===== config.mk =====
export PLATFORM = sky130hd
export DESIGN_NAME = decode_stage
export DESIGN_NICKNAME = d
export VERILOG_FILES = /design/src/rtl/pipe_pkg.sv /design/src/rtl/decode_ctrl_rom.sv /design/src/rtl/decode_stage.sv
export SDC_FILE = /design/constraint.sdc
export NUM_CORES = 1
export LEC_CHECK = 0
export CORE_ASPECT_RATIO = 1.4
export CORE_MARGIN = 2
export CORE_UTILIZATION = 41
export DETAILED_ROUTE_END_ITERATION = 6
export HOLD_SLACK_MARGIN = 0.08
export PLACE_DENSITY_LB_ADDON = 0.1
export SLEW_MARGIN = 20
export SYNTH_ARGS = -nofsm -noshare
export SYNTH_HDL_FRONTEND = slang
export SYNTH_SLANG_ARGS = --single-unit

===== constraint.sdc =====
create_clock -name clk -period 2.58 [get_ports clk]
set_input_delay 0.516 -clock clk [delete_from_list [all_inputs] [get_ports clk]]
set_output_delay 0.516 -clock clk [all_outputs]
set_load 0.05 [all_outputs]

===== src/rtl/pipe_pkg.sv =====
// Shared decode-stage definitions: control-word layout, fixed control
// words, opcode map and decode FSM state encoding.
package pipe_pkg;

    localparam int CTRL_W = 26;

    // Control-word field offsets (LSB of each field), MSB to LSB:
    // RW[25] SP[24:23] SW1[22] SW2[21] out_ld[20] MW[19] SM1[18:17]
    // SM2[16:15] ALU[14:11] Flags[10:7] BU[6:4] SE1[3] SE2[2] SE3[1] SE4[0]
    localparam int OFF_SE4   = 0;
    localparam int OFF_SE3   = 1;
    localparam int OFF_SE2   = 2;
    localparam int OFF_SE1   = 3;
    localparam int OFF_BU    = 4;
    localparam int OFF_FLAGS = 7;
    localparam int OFF_ALU   = 11;
    localparam int OFF_SM2   = 15;
    localparam int OFF_SM1   = 17;
    localparam int OFF_MW    = 19;
    localparam int OFF_OUTLD = 20;
    localparam int OFF_SW2   = 21;
    localparam int OFF_SW1   = 22;
    localparam int OFF_SP    = 23;
    localparam int OFF_RW    = 25;

    // Opcodes (instr[7:4])
    localparam logic [3:0] OP_NOP  = 4'h0;
    localparam logic [3:0] OP_MOV  = 4'h1;
    localparam logic [3:0] OP_ADD  = 4'h2;
    localparam logic [3:0] OP_SUB  = 4'h3;
    localparam logic [3:0] OP_AND  = 4'h4;
    localparam logic [3:0] OP_OR   = 4'h5;
    localparam logic [3:0] OP_RLC  = 4'h6;
    localparam logic [3:0] OP_SETC = 4'h7;
    localparam logic [3:0] OP_PUSH = 4'h8;
    localparam logic [3:0] OP_POP  = 4'h9;
    localparam logic [3:0] OP_OUT  = 4'hA;
    localparam logic [3:0] OP_IN   = 4'hB;
    localparam logic [3:0] OP_LDM  = 4'hC;
    localparam logic [3:0] OP_LDD  = 4'hD;
    localparam logic [3:0] OP_STD  = 4'hE;
    localparam logic [3:0] OP_JZ   = 4'hF;

    // Field encodings
    localparam logic [3:0] ALU_PASSB = 4'd1;
    localparam logic [3:0] ALU_ADD   = 4'd2;
    localparam logic [3:0] ALU_SUB   = 4'd3;
    localparam logic [3:0] ALU_AND   = 4'd4;
    localparam logic [3:0] ALU_OR    = 4'd5;
    localparam logic [3:0] ALU_RLC   = 4'd6;
    localparam logic [3:0] ALU_SETC  = 4'd7;
    localparam logic [3:0] FL_ZNC    = 4'b0111;
    localparam logic [3:0] FL_ZN     = 4'b0011;
    localparam logic [3:0] FL_C      = 4'b0100;
    localparam logic [3:0] SP_DEC    = 4'b01;
    localparam logic [3:0] SP_INC    = 4'b10;
    localparam logic [3:0] SM1_SP    = 4'b01;
    localparam logic [3:0] SM1_IMM   = 4'b10;
    localparam logic [3:0] SM1_REG   = 4'b11;
    localparam logic [3:0] SM2_PC    = 4'b01;
    localparam logic [3:0] SM2_REG   = 4'b10;
    localparam logic [3:0] BU_JZ     = 4'b001;
    localparam logic [3:0] BU_LDPC   = 4'b111;
    localparam logic [3:0] ONE       = 4'b1;

    typedef enum logic [1:0] {
        ST_DECODE = 2'd0,
        ST_FETCH2 = 2'd1,
        ST_INT1   = 2'd2,
        ST_INT2   = 2'd3
    } dec_state_t;

    // Place a field value at its offset inside an otherwise-zero control word
    function automatic logic [CTRL_W-1:0] cw_fld(input logic [3:0] val, input int off);
        return CTRL_W'(val) << off;
    endfunction

    localparam logic [CTRL_W-1:0] CW_NOP      = '0;
    // Interrupt entry step 1: M[SP] <= PC, SP decrements
    localparam logic [CTRL_W-1:0] CW_INT_PUSH = cw_fld(SP_DEC, OFF_SP) | cw_fld(ONE, OFF_MW)
                                              | cw_fld(SM1_SP, OFF_SM1) | cw_fld(SM2_PC, OFF_SM2);
    // Interrupt entry step 2: PC <= M[imm] (imm carries the vector address)
    localparam logic [CTRL_W-1:0] CW_INT_LDPC = cw_fld(SM1_IMM, OFF_SM1) | cw_fld(BU_LDPC, OFF_BU);

endpackage


===== src/rtl/decode_ctrl_rom.sv =====
// Opcode to control-word ROM, plus which register fields the opcode reads
// (used by the load-use hazard compare).
module decode_ctrl_rom
    import pipe_pkg::*;
(
    input  logic [3:0]        i_opc,
    output logic [CTRL_W-1:0] o_ctrl,
    output logic              o_uses_ra,
    output logic              o_uses_rb
);

    // Pure lookup; unlisted opcodes (NOP) decode to an all-zero word
    always_comb begin
        o_ctrl    = CW_NOP;
        o_uses_ra = 1'b0;
        o_uses_rb = 1'b0;
        case (i_opc)
            OP_MOV:  begin o_ctrl = cw_fld(ONE, OFF_RW) | cw_fld(ALU_PASSB, OFF_ALU); o_uses_rb = 1'b1; end
            OP_ADD:  begin o_ctrl = cw_fld(ONE, OFF_RW) | cw_fld(ALU_ADD, OFF_ALU) | cw_fld(FL_ZNC, OFF_FLAGS);
                           o_uses_ra = 1'b1; o_uses_rb = 1'b1; end
            OP_SUB:  begin o_ctrl = cw_fld(ONE, OFF_RW) | cw_fld(ALU_SUB, OFF_ALU) | cw_fld(FL_ZNC, OFF_FLAGS);
                           o_uses_ra = 1'b1; o_uses_rb = 1'b1; end
            OP_AND:  begin o_ctrl = cw_fld(ONE, OFF_RW) | cw_fld(ALU_AND, OFF_ALU) | cw_fld(FL_ZN, OFF_FLAGS);
                           o_uses_ra = 1'b1; o_uses_rb = 1'b1; end
            OP_OR:   begin o_ctrl = cw_fld(ONE, OFF_RW) | cw_fld(ALU_OR, OFF_ALU) | cw_fld(FL_ZN, OFF_FLAGS);
                           o_uses_ra = 1'b1; o_uses_rb = 1'b1; end
            OP_RLC:  begin o_ctrl = cw_fld(ONE, OFF_RW) | cw_fld(ALU_RLC, OFF_ALU) | cw_fld(FL_ZNC, OFF_FLAGS);
                           o_uses_ra = 1'b1; end
            OP_SETC: begin o_ctrl = cw_fld(ALU_SETC, OFF_ALU) | cw_fld(FL_C, OFF_FLAGS); end
            OP_PUSH: begin o_ctrl = cw_fld(SP_DEC, OFF_SP) | cw_fld(ONE, OFF_MW) | cw_fld(SM1_SP, OFF_SM1)
                                  | cw_fld(SM2_REG, OFF_SM2); o_uses_rb = 1'b1; end
            OP_POP:  begin o_ctrl = cw_fld(ONE, OFF_RW) | cw_fld(SP_INC, OFF_SP) | cw_fld(ONE, OFF_SW1)
                                  | cw_fld(SM1_SP, OFF_SM1); end
            OP_OUT:  begin o_ctrl = cw_fld(ONE, OFF_OUTLD); o_uses_rb = 1'b1; end
            OP_IN:   begin o_ctrl = cw_fld(ONE, OFF_RW) | cw_fld(ONE, OFF_SW2); end
            OP_LDM:  begin o_ctrl = cw_fld(ONE, OFF_RW) | cw_fld(ONE, OFF_SE1); end
            OP_LDD:  begin o_ctrl = cw_fld(ONE, OFF_RW) | cw_fld(ONE, OFF_SW1) | cw_fld(SM1_REG, OFF_SM1);
                           o_uses_rb = 1'b1; end
            OP_STD:  begin o_ctrl = cw_fld(ONE, OFF_MW) | cw_fld(SM1_REG, OFF_SM1) | cw_fld(SM2_REG, OFF_SM2);
                           o_uses_ra = 1'b1; o_uses_rb = 1'b1; end
            OP_JZ:   begin o_ctrl = cw_fld(BU_JZ, OFF_BU); o_uses_rb = 1'b1; end
            default: ;
        endcase
    end

endmodule


===== src/rtl/decode_stage.sv =====
// Decode stage: fetched byte -> control word, ra/rb, immediate.
// Sequences two-byte instructions, inserts load-use bubbles, handles flush.
// Optional interrupt entry (INT1/INT2) is built only when DECODE_INT_EN
// is defined; otherwise intr is ignored and intr_ack is tied low.
// Outputs are combinational; the downstream D/Ex latch registers them.
module decode_stage
    import pipe_pkg::*;
#(
    parameter logic [3:0] TWO_BYTE_OPC = 4'hC,
    parameter logic [7:0] INT_VEC      = 8'h01
) (
    input  logic              clk,
    input  logic              rst,
    input  logic [7:0]        if_instr,
    input  logic              if_valid,
    input  logic              flush,
    input  logic              ex_mem_rd,
    input  logic [1:0]        ex_rd,
    input  logic              intr,
    output logic              stall_o,
    output logic              intr_ack,
    output logic              d_valid,
    output logic [CTRL_W-1:0] d_ctrl,
    output logic [1:0]        d_ra,
    output logic [1:0]        d_rb,
    output logic [7:0]        d_imm
);

    dec_state_t        r_state;
    dec_state_t        w_next;
    logic [7:0]        r_first;
    logic [3:0]        w_opc;
    logic [CTRL_W-1:0] w_rom_ctrl;
    logic              w_uses_ra;
    logic              w_uses_rb;
    logic              w_hazard;
    logic              w_intr_req;
    logic              w_two_byte;

`ifdef DECODE_INT_EN
    assign w_intr_req = intr;
`else
    logic w_unused_int;
    assign w_intr_req   = 1'b0;
    assign w_unused_int = ^{intr, INT_VEC};
`endif

    // In FETCH2 the ROM decodes the latched first byte, otherwise the live byte
    assign w_opc      = (r_state == ST_FETCH2) ? r_first[7:4] : if_instr[7:4];
    assign w_two_byte = (if_instr[7:4] == TWO_BYTE_OPC);

    decode_ctrl_rom u_rom (
        .i_opc     (w_opc),
        .o_ctrl    (w_rom_ctrl),
        .o_uses_ra (w_uses_ra),
        .o_uses_rb (w_uses_rb)
    );

    // Load-use: the load in Ex writes a register this instruction reads
    assign w_hazard = ex_mem_rd && ((w_uses_ra && (ex_rd == if_instr[3:2])) ||
                                    (w_uses_rb && (ex_rd == if_instr[1:0])));

    // State register
    always_ff @(posedge clk or posedge rst) begin
        if (rst) r_state <= ST_DECODE;
        else     r_state <= w_next;
    end

    // First byte of a two-byte instruction, captured on the DECODE->FETCH2 move
    always_ff @(posedge clk or posedge rst) begin
        if (rst)                                              r_first <= '0;
        else if (r_state == ST_DECODE && w_next == ST_FETCH2) r_first <= if_instr;
    end

    // Next-state: flush and hazard hold DECODE; intr is only taken from DECODE
    always_comb begin
        w_next = r_state;
        case (r_state)
            ST_DECODE: begin
                if (flush || w_hazard)          w_next = ST_DECODE;
                else if (w_intr_req)            w_next = ST_INT1;
                else if (if_valid && w_two_byte) w_next = ST_FETCH2;
            end
            ST_FETCH2: if (flush || if_valid) w_next = ST_DECODE;
`ifdef DECODE_INT_EN
            ST_INT1:   w_next = ST_INT2;
            ST_INT2:   w_next = ST_DECODE;
`endif
            default:   w_next = ST_DECODE;
        endcase
    end

    // Outputs: bubble by default, forced to bubble while reset is held
    always_comb begin
        stall_o  = 1'b0;
        intr_ack = 1'b0;
        d_valid  = 1'b0;
        d_ctrl   = CW_NOP;
        d_ra     = '0;
        d_rb     = '0;
        d_imm    = '0;
        if (!rst) begin
            case (r_state)
                ST_DECODE: begin
                    if (!flush) begin
                        if (w_hazard || w_intr_req) begin
                            stall_o = 1'b1;
                        end else if (if_valid && !w_two_byte) begin
                            d_valid = 1'b1;
                            d_ctrl  = w_rom_ctrl;
                            d_ra    = if_instr[3:2];
                            d_rb    = if_instr[1:0];
                        end
                    end
                end
                ST_FETCH2: begin
                    if (!flush && if_valid) begin
                        d_valid = 1'b1;
                        d_ctrl  = w_rom_ctrl;
                        d_ra    = r_first[3:2];
                        d_rb    = r_first[1:0];
                        d_imm   = if_instr;
                    end
                end
`ifdef DECODE_INT_EN
                ST_INT1: begin
                    d_valid = 1'b1;
                    d_ctrl  = CW_INT_PUSH;
                    stall_o = 1'b1;
                end
                ST_INT2: begin
                    d_valid  = 1'b1;
                    d_ctrl   = CW_INT_LDPC;
                    d_imm    = INT_VEC;
                    stall_o  = 1'b1;
                    intr_ack = 1'b1;
                end
`endif
                default: ;
            endcase
        end
    end

endmodule


# Word-level counts from Yosys, hierarchy flattened
# Index checks and enable logic that the tools add are counted.
[totals]
reg_bits = 10
input_bits = 16
output_inout_bits = 41
word_cells = 76
[classes]
eq_ne = 20
muxes = 39
reduce_logical = 15
[ops]
columns = ["operator", "count"]
rows = [
  ["$pmux 26 s15", 1],
  ["$mux 26", 5],
  ["$pmux 26 s2", 1],
  ["$eq 4x4->1 const B", 9],
  ["$mux 2", 13],
  ["$mux 8", 3],
  ["$eq 4x3->1 const B", 4],
  ["$pmux 2 s2", 3],
  ["$mux 1", 11],
  ["$reduce_or 10->1", 1],
  ["$eq 4x2->1 const B", 2],
  ["$logic_and 1x1->1", 7],
  ["$reduce_or 6->1", 1],
  ["$eq 2x1->1 const B", 2],
  ["$eq 2x2->1", 2],
  ["$eq 4x1->1 const B", 1],
  ["$mux 4", 1],
  ["$logic_or 1x1->1", 3],
  ["$logic_not 1->1", 2],
  ["$logic_not 2->1", 1],
  ["$pmux 1 s2", 1],
]

# Logic depth before layout (Yosys ltp)
# Gate-level depths: netlist of run 1.
[depth]
word_depth = 13
ltp_mapped = 10
depth_no_buf = 6

# Modules after synthesis
# From an unflattened synthesis of run 1, not the netlist that was laid out.
[unflattened]
hier_cells = 159
area_unflattened_um2 = 1372.6
[by_module_without_submodules]
columns = ["mod", "n_inst", "cells_each", "area_each_um2", "seq_area_each_um2"]
rows = [
  ["decode_stage", 1, 109, 1011.0, 250.2],
  ["decode_ctrl_rom", 1, 50, 361.6, 0.0],
]

# Least setup slack after synthesis of run 1
# Ideal clock, no wire load.
[synth_path]
path_type = "flip-flop to output port"
start = "register r_state[1]"
end = "output d_ctrl[8]"
arrival_time_ps = 3084
t_required_ps = 2064
setup_slack_ps = -1020
path_stages_with_launch = 9
path_buffers = 2
path_cell_list = "dfrtp_1 -> nand2b_1 -> buf_6 -> or3_4 -> o221ai_2 -> a2bb2oi_2 -> a21oi_4 -> nor3_1 -> buf_4"
[synth_between]
elab_chain_cells = 12
elab_cells_between_ends = 33
[synth_rtl]
columns = ["element", "line_no", "text"]
rows = [
  ["from (decl)", "decode_stage.sv:29", "dec_state_t r_state;"],
  ["from (signal assigned)", "decode_stage.sv:66", "else r_state <= w_next;"],
  ["$eq 2x1->1", "decode_stage.sv:49, decode_stage.sv:103", ""],
  ["$mux 4", "decode_stage.sv:49", "assign w_opc = (r_state == ST_FETCH2) ? r_first[7:4] : if_instr[7:4];"],
  ["$eq 4x1->1, or another cell as far along", "decode_ctrl_rom.sv:17", "case (i_opc)"],
  ["$reduce_or 10->1 (no source line) or $reduce_or 6->1 (tied branches)", "n/a", ""],
  ["$mux 1", "decode_ctrl_rom.sv:17", ""],
  ["$logic_and 1x1->1 (on tied branches)", "decode_stage.sv:61, decode_stage.sv:60", ""],
  ["$logic_or 1x1->1", "decode_stage.sv:60", "assign w_hazard = ex_mem_rd && ((w_uses_ra && (ex_rd == if_instr[3:2])) ||"],
  ["$logic_and 1x1->1", "decode_stage.sv:60", ""],
  ["$mux 26", "decode_stage.sv:106", "if (w_hazard || w_intr_req) begin"],
  ["$mux 26", "decode_stage.sv:105", "if (!flush) begin"],
  ["$pmux 26 s2 *", "decode_stage.sv:103", "case (r_state)"],
  ["$mux 26 *", "decode_stage.sv:102", "if (!rst) begin"],
  ["to (decl)", "decode_stage.sv:23", "output logic [CTRL_W-1:0] d_ctrl,"],
]
# Mark *: on every way between the ends. The rest lies on a longest branch, timed or not.

# Worst setup path in the final report of run 1
[layout_path]
start = "input if_instr[7]"
end = "output d_rb[0]"
[layout_between]
elab_chain_cells = 11
elab_cells_between_ends = 28
[layout_rtl]
columns = ["element", "line_no", "text"]
rows = [
  ["from (decl)", "decode_stage.sv:14", "input logic [7:0] if_instr,"],
  ["$mux 4", "decode_stage.sv:49", ""],
  ["$eq 4x1->1, or another cell as far along", "decode_ctrl_rom.sv:17", ""],
  ["$reduce_or 10->1 (no source line) or $reduce_or 6->1 (tied branches)", "n/a", ""],
  ["$mux 1", "decode_ctrl_rom.sv:17", ""],
  ["$logic_and 1x1->1 (on tied branches)", "decode_stage.sv:61, decode_stage.sv:60", ""],
  ["$logic_or 1x1->1", "decode_stage.sv:60", ""],
  ["$logic_and 1x1->1", "decode_stage.sv:60", ""],
  ["$mux 2 *", "decode_stage.sv:106", ""],
  ["$mux 2 *", "decode_stage.sv:105", ""],
  ["$pmux 2 s2 *", "decode_stage.sv:103", ""],
  ["$mux 2 *", "decode_stage.sv:102", ""],
  ["to (decl)", "decode_stage.sv:25", "output logic [1:0] d_rb,"],
]
# Marks and branches as above.

==> results of run 1 <==
[Yosys cell counts (all sizes together), types with 2 or more instances]
master,instances,share of area (%)
nor4,4,2.2
nand2b,5,2.7
a22o,4,3.0
o211ai,2,1.3
mux2,6,5.8
nand3,4,1.7
nand2,7,2.3
nor2,10,3.2
clkbuf,5,1.6
a211oi,3,1.9
a31oi,5,2.7
and4bb,3,3.2
nor3,12,7.0
and3,2,1.1
buf,15,10
inv,5,1.6
xnor2,6,4.5
and2,8,4.3
xor2,3,2.3
dfrtp,10,22
a21oi,3,2.3
or3,2,1.5
mux2i,2,2.4
[through the flow]
step / TNS (ns) / total power [uW] / instances / hold WS (ns) / util (%)
3_3_place_gp: -7.882 / 437.8 / 261 / 0.4873 / 83.27
6_report: -6.297 / 624.7 / 267 / 0.5324 / 90.86
5_1_grt: -7.617 / 649.5 / 267 / 0.5459 / 90.86
4_1_cts: -4.450 / 603.3 / 266 / 0.5137 / 87.63
3_5_place_dp: -8.772 / 446.5 / 261 / 0.4963 / 83.27
2_1_floorplan: -6.037 / 343.5 / 147 / 0.3562 / -
[per-layer routing]
metal  wire length [um]  share of wire, %  global-route usage (%)  up-vias
li1                   -                 -                       -      661
met3                325               5.8                   4.260       37
met4                379               6.8                   15.00        0
met2               3066                55                   54.97      104
met1               1799                32                   24.44      690
met5                  0                 0                       0        -
[final cells by class]
class	count	area (um2)	area share, %
flip-flops and latches	10	251.5	10.37
well taps	36	45.04	1.857
multi-input cells	112	1037	42.75
repair buffers	100	1037	42.75
clock buffers	4	36.28	1.496
inverters	5	18.77	0.7736
[worst reg2reg max path, cell delays in order (launching register included)]
cell and delay [ns]:
dfrtp_1 0.41, buf_4 0.14, buf_4 0.13, nor3_1 0.17
nand2_1 0.24, mux2_2 0.36
[registers in the layout, summed over array words and instances (netlist names)]
register / flops
r_first: 8
r_state: 2
[final timing paths]
kind / slack (ns) / depth (start not counted) / start / endpoint
setup reg to reg: 1.00 / 5 / r_state[1] / r_first[2]
hold reg to reg: 0.53 / 1 / r_first[3] / r_first[3]
max in group asynchronous: 1.52 / 3 / rst / r_state[0]
min in group asynchronous: 0.74 / 3 / rst / r_first[4]
hold / removal: 0.53 / 1 / r_first[3] / r_first[3]
setup / recovery: -0.31 / 9 / if_instr[7] / d_rb[0]
[cells by family after synthesis]
group,Yosys count,share of synthesized area (%)
XOR/XNOR,9,6.796
multiplexers,8,8.198
other,1,0.3233
AND/OR/NAND/NOR,60,31.29
AO/OA/AOI/OAI,25,18.23
buffers and inverters,25,13.59
flip-flops,10,21.57
[power groups by stage]
stage / clock network (uW) / logic [uW] / registers, uW
after CTS: 147 / 271 / 185
after global placement: 0 / 250 / 187
after detailed placement: 0 / 258 / 188
after global routing: 158 / 302 / 189
final: 146 / 291 / 188
after floorplan: 0 / 160 / 184
[what timing repair did]
action                     CTS  global route
gates resized for setup     23            19
pin swaps                    4             1
cloned                       0             0
setup endpoints to repair   24            29
buffers inserted             1             1
==> flow_metrics.tcl, run 1 <==
set metrics [dict create \
    netlist_instances 138 \
    pwr-share-seq_pct 30.1 \
    ir_worst_vdd_v 0.0003773 \
    vias_per_cell 5.588 \
    synth_edf_count 0 \
    cts_tree "done" \
    synth_cell_types 40 \
    htreeDepth 1 \
    worst-endpoint-arrival_ns 2.37 \
    yosysSeqAreaShare_pct 21.57 \
    yosys_warnings 0 \
    placed_cell_area_mm2 0.002223 \
    cts.sinks 10 \
    swShare_pct 39.28 \
    fin_nets 248 \
    num_rows 22 \
    vias 1492 \
    drc 0 \
    cp_cell_sequence "dlygate4sd2_1 > inv_1 > a31oi_4 > o22ai_2 > a2bb2oi_4 > buf_4 > and2_4 > a22o_2 > buf_12" \
    clk_path_buf_depth 2 \
    cts_made_buffers 3 \
    drive_gt1_share_pct 59.31 \
    syn_to_final_growth_pct 109.2 \
    path_class "input port to primary output" \
    antenna_found_initial 0 \
    grt.overflow.total 0 \
    routabilityCongestion 0.8473 \
    core_mm2 0.002670 \
    syn_area_mm2 0.001160 \
    critPathBufInv 4 \
    cpMaxStageDelayCell "dlygate4sd2_1" \
    min_period_ns 2.887 \
    cts_root_buffer "clkbuf_4" \
    ys_ff_latch 10 \
    fillCellCount 104 \
    grt_usage_pct 26.78 \
    wl_per_cell_um 20.86 \
    setup_slack_ns -0.3067 \
    first_global_vias 1450 \
    finalSetupViolations 30 \
    drt_wl_total_mm 5.570 \
    ant_nets 0 \
    cp_max_fo 5 \
    violations "setup timing" \
    power_density_mw_per_mm2 257.5 \
    synth_ff_type "dfrtp_1" \
    max_stage_delay_ns 0.36 \
    hold_class "flop to flop" \
    drv_cap 0 \
    cp.required_ns 2.06 \
    start_kind "input port" \
    start_util_pct 43.44 \
    io_pins 57 \
    firstDrtPassIters 4 \
    grt_pass1_wl_mm 6.624 \
    async_flop_share_pct 100.0 \
    clk_latency_ns 0.27 \
    port_buffers 46 \
    combPwrFrac_pct 46.6 \
    hold_viol 0 \
    mostFrequentLayoutCells "buf_4, buf_6, buf_12" \
    status "finished with violations" \
    power_switching_uw 245.4 \
    hpwl_mm 3.333 \
    fp.dieW_um 48.95 \
    end_kind "primary output" \
    crit_family "buffers and inverters" \
    ctsHoldBuffers 0 \
    path_clk_slew_ns 0.07 \
    first_iter_violations 48 \
    syn_avg_cell_area_um2 8.405 \
    rsz0062_at_grt "yes" \
    final_max_slew_viol_count 0 \
    dp_slack_ns -0.4410 \
    grt_max_degree 16 \
    fin_skew_ns 0.004758 \
    stdcell_area_mm2 0.002426 \
    p_leak_uw 0.001092 \
    fmax_mhz 346.4 \
    final_common_cell "buf_4" \
    dieHeight_um 66.93 \
    clkPwrFrac_pct 23.3 \
    die_area_mm2 0.003276 \
    diodes 0 \
    internal-power_uw 379.3 \
    period_share_pct 111.9 \
]
No activity file was read; power rests on OpenSTA's default activity.
==> inputs of run 2 (changes only) <==
SETUP_SLACK_MARGIN = 0.15   (was not set)
==> flow_metrics.tcl, run 2 <==
set metrics [dict create \
    synth_edf_count 0 \
    cts_setup_buffers 3 \
    hpwl_mm 3.765 \
    failing_step "4_1_cts" \
    yosys_warnings 0 \
    synth_compound_area_share_pct 18.23 \
    syn_avg_cell_area_um2 8.405 \
    yosys.area.top_type "dfrtp_1" \
    fp.dieW_um 48.95 \
    synth_fa_ha_area_share_pct 0 \
    routabilityCongestion 0.8947 \
    cts_made_buffers 3 \
    port_buffers 46 \
    synth_top_area_share_pct 21.57 \
    cts.sinks 10 \
    netlist_instances 138 \
    synth-xor-area-share_pct 6.796 \
    dp_slack_ns -0.4360 \
    io_pins 57 \
    num_rows 22 \
    cts-resized-gates 68 \
    synthMuxAreaShare_pct 8.198 \
    synth_cell_types 40 \
    clk_path_buf_depth 2 \
    synth_top_family_by_area "simple AND/OR/NAND/NOR gates" \
    ys_ff_latch 10 \
    firstError "[ERROR DPL-0033] detailed placement checks failed during check placement." \
    dieHeight_um 66.93 \
    status "aborted with a tool error" \
    cts_root_buffer "clkbuf_4" \
    ys_top_cells_by_count "buf_4, dfrtp_1, nor2_1, nor3_1, and2_1" \
    syn_area_mm2 0.001160 \
    ctsHoldBuffers 0 \
    synth_ff_type "dfrtp_1" \
    yosysSeqAreaShare_pct 21.57 \
    synth_area_leaders "dfrtp_1, buf_4, mux2_2, xnor2_1, and2_1" \
    async_flop_share_pct 100.0 \
    synth_most_common_cell "buf_4" \
    start_util_pct 43.44 \
    htreeDepth 1 \
    synth-simple-area-share_pct 31.28 \
]
[run 2: cells by family after synthesis]
kind of cell              after synthesis
AOI/OAI and AO/OA                      25
xor gates and xnor gates                9
buffers and inverters                  25
DFF                                    10
muxes                                   8
other                                   1
and+or+nand+nor                        60
[run 2: stage by stage]
step / TNS [ns] / std cells / hold WS [ns] / area (um2)
detailed placement: -8.899 / 263 / 0.5236 / 2303
floorplan: -3.389 / 147 / 0.3562 / 1441
global placement: -7.024 / 263 / 0.5072 / 2303
==> inputs of run 3 (changes only) <==
CORE_AREA = 2 2 63 65   (was not set)
CORE_ASPECT_RATIO = not set   (was 1.4)
CORE_MARGIN = not set   (was 2)
CORE_UTILIZATION = not set   (was 41)
DIE_AREA = 0 0 65 67   (was not set)
HOLD_SLACK_MARGIN = not set   (was 0.08)
PLACE_DENSITY_LB_ADDON = 0.15   (was 0.1)
SETUP_SLACK_MARGIN = not set   (was 0.15)
==> flow_metrics.tcl, run 3 (synthesis gave the netlist of run 1 again) <==
set metrics [dict create \
    fin_skew_ns 0.004141 \
    top_register "r_first" \
    num_rows 22 \
    path_class "flop to primary output" \
    drv_cap 0 \
    cts_made_buffers 3 \
    final_max_slew_viol_count 0 \
    ant_nets 0 \
    cts_root_buffer "clkbuf_8" \
    start_util_pct 32.17 \
    reg_top3 "r_first (8), r_state (2)" \
    drc 0 \
    clk_path_buf_depth 2 \
    p_leak_uw 0.001093 \
    r2r_cells 4 \
    start_kind "flop" \
    power_density_mw_per_mm2 249.1 \
    worst-endpoint-arrival_ns 2.23 \
    cts_tree "done" \
    fin_nets 248 \
    seqCellArea_um2 251.5 \
    rsz0062_at_grt "yes" \
    ctsHoldBuffers 0 \
    min_period_ns 2.745 \
    syn_to_final_growth_pct 111.3 \
    grt_usage_pct 19.40 \
    core_mm2 0.003606 \
    clk_latency_ns 0.23 \
    worst_hold_path.num_cells 1 \
    htreeDepth 1 \
    placed_cell_area_mm2 0.002216 \
    min_to "r_first[3]" \
    antenna_found_initial 0 \
    wl_per_cell_um 13.80 \
    reg2reg_slack_ns 1.12 \
    multi_input_area_mm2 0.001056 \
    fmax_mhz 364.3 \
    first_global_vias 1449 \
    hpwl_mm 3.085 \
    path_clk_slew_ns 0.05 \
    cp_max_fo 8 \
    vias_per_cell 4.910 \
    end_kind "primary output" \
    fp.dieW_um 65 \
    grt_pass1_wl_mm 6.527 \
    period_share_pct 106.4 \
    finalSetupTns_ns -1.498 \
    diodes 0 \
    largest_reg_flops 8 \
    reg2reg_from "r_state[0]" \
    fillCellCount 280 \
    port_buffers 46 \
    firstDrtPassIters 4 \
    ir_worst_vdd_v 0.0003107 \
    routabilityCongestion 0.8103 \
    cts.sinks 10 \
    final_common_cell "buf_4" \
    setup_slack_ns -0.1651 \
    io_pins 57 \
    drive_gt1_share_pct 61.30 \
    cp.required_ns 2.06 \
    die_area_mm2 0.004355 \
    violations "setup timing" \
    finalSetupViolations 23 \
    hold_class "flop to flop" \
    r2r-end "r_first[2]" \
    stdcell_area_mm2 0.002451 \
    status "finished with violations" \
    drt_wl_total_mm 3.836 \
    hold_viol 0 \
    grt_max_degree 14 \
    hp-start "r_first[3]" \
    mostFrequentLayoutCells "buf_4, buf_6, buf_12" \
    vias 1365 \
    first_iter_violations 54 \
    grt.overflow.total 0 \
    dieHeight_um 67 \
]
## run 3: worst max path at each step
stage | end | slack, ns | startpoint
final | d_ctrl[18] | -0.17 | r_state[1]
after global routing | d_ctrl[18] | -0.28 | r_state[1]
after CTS | d_ctrl[18] | -0.18 | r_state[1]
after detailed placement | d_ctrl[18] | -0.48 | if_instr[7]
after global placement | d_ctrl[18] | -0.42 | if_instr[6]
after floorplan | d_imm[4] | -0.47 | r_state[1]
## run 3: repair_timing
item / in CTS / in global routing
buffers inserted: 3 / 2
setup endpoints to repair: 24 / 29
pin swaps: 8 / 2
resized for setup: 49 / 4
## run 3: per-layer routing
layer	wire length [um]	track usage, %	vias up	share of wire [%]
met5	0	0	-	0
met4	12	1.596	0	0.31
met3	206	4.054	2	5.4
met2	2065	37.76	46	54
met1	1551	22.42	656	40
li1	-	-	661	-
## run 3: critical path, stage by stage (launching register included)
cell and delay (ns):
dfrtp_1 0.37, nand2b_4 0.17, or3_4 0.35, o221ai_4 0.20, a2bb2oi_4 0.21, a21oi_4 0.10
buf_12 0.16, a2111oi_4 0.23, buf_6 0.21
## run 3: power breakdown
part / internal (uW) / switching, uW / total [uW]
Sequential: 173 / 15.2 / 188
Clock: 102 / 55.1 / 157
Combinational: 116 / 149 / 266
## run 3: stage by stage
stage	setup slack (ns)	hold WS [ns]	power [uW]	util, %	instances
global placement	-0.4196	0.4899	432.4	61.45	270
floorplan	-0.4738	0.3562	343.5	-	147
detailed placement	-0.4836	0.4936	438.8	61.45	270
CTS	-0.1832	0.5042	611.0	67.31	276
finish	-0.1651	0.5019	610.7	67.97	278
global route	-0.2778	0.5385	645.4	67.97	278
## run 3: cell type report
cell class | instances | share of cell area (%)
Timing Repair Buffer | 100 | 41.76
Inverter | 5 | 0.7657
Tap cell | 48 | 2.450
Sequential cell | 10 | 10.26
Clock buffer | 3 | 1.685
Multi-Input combinational cell | 112 | 43.08
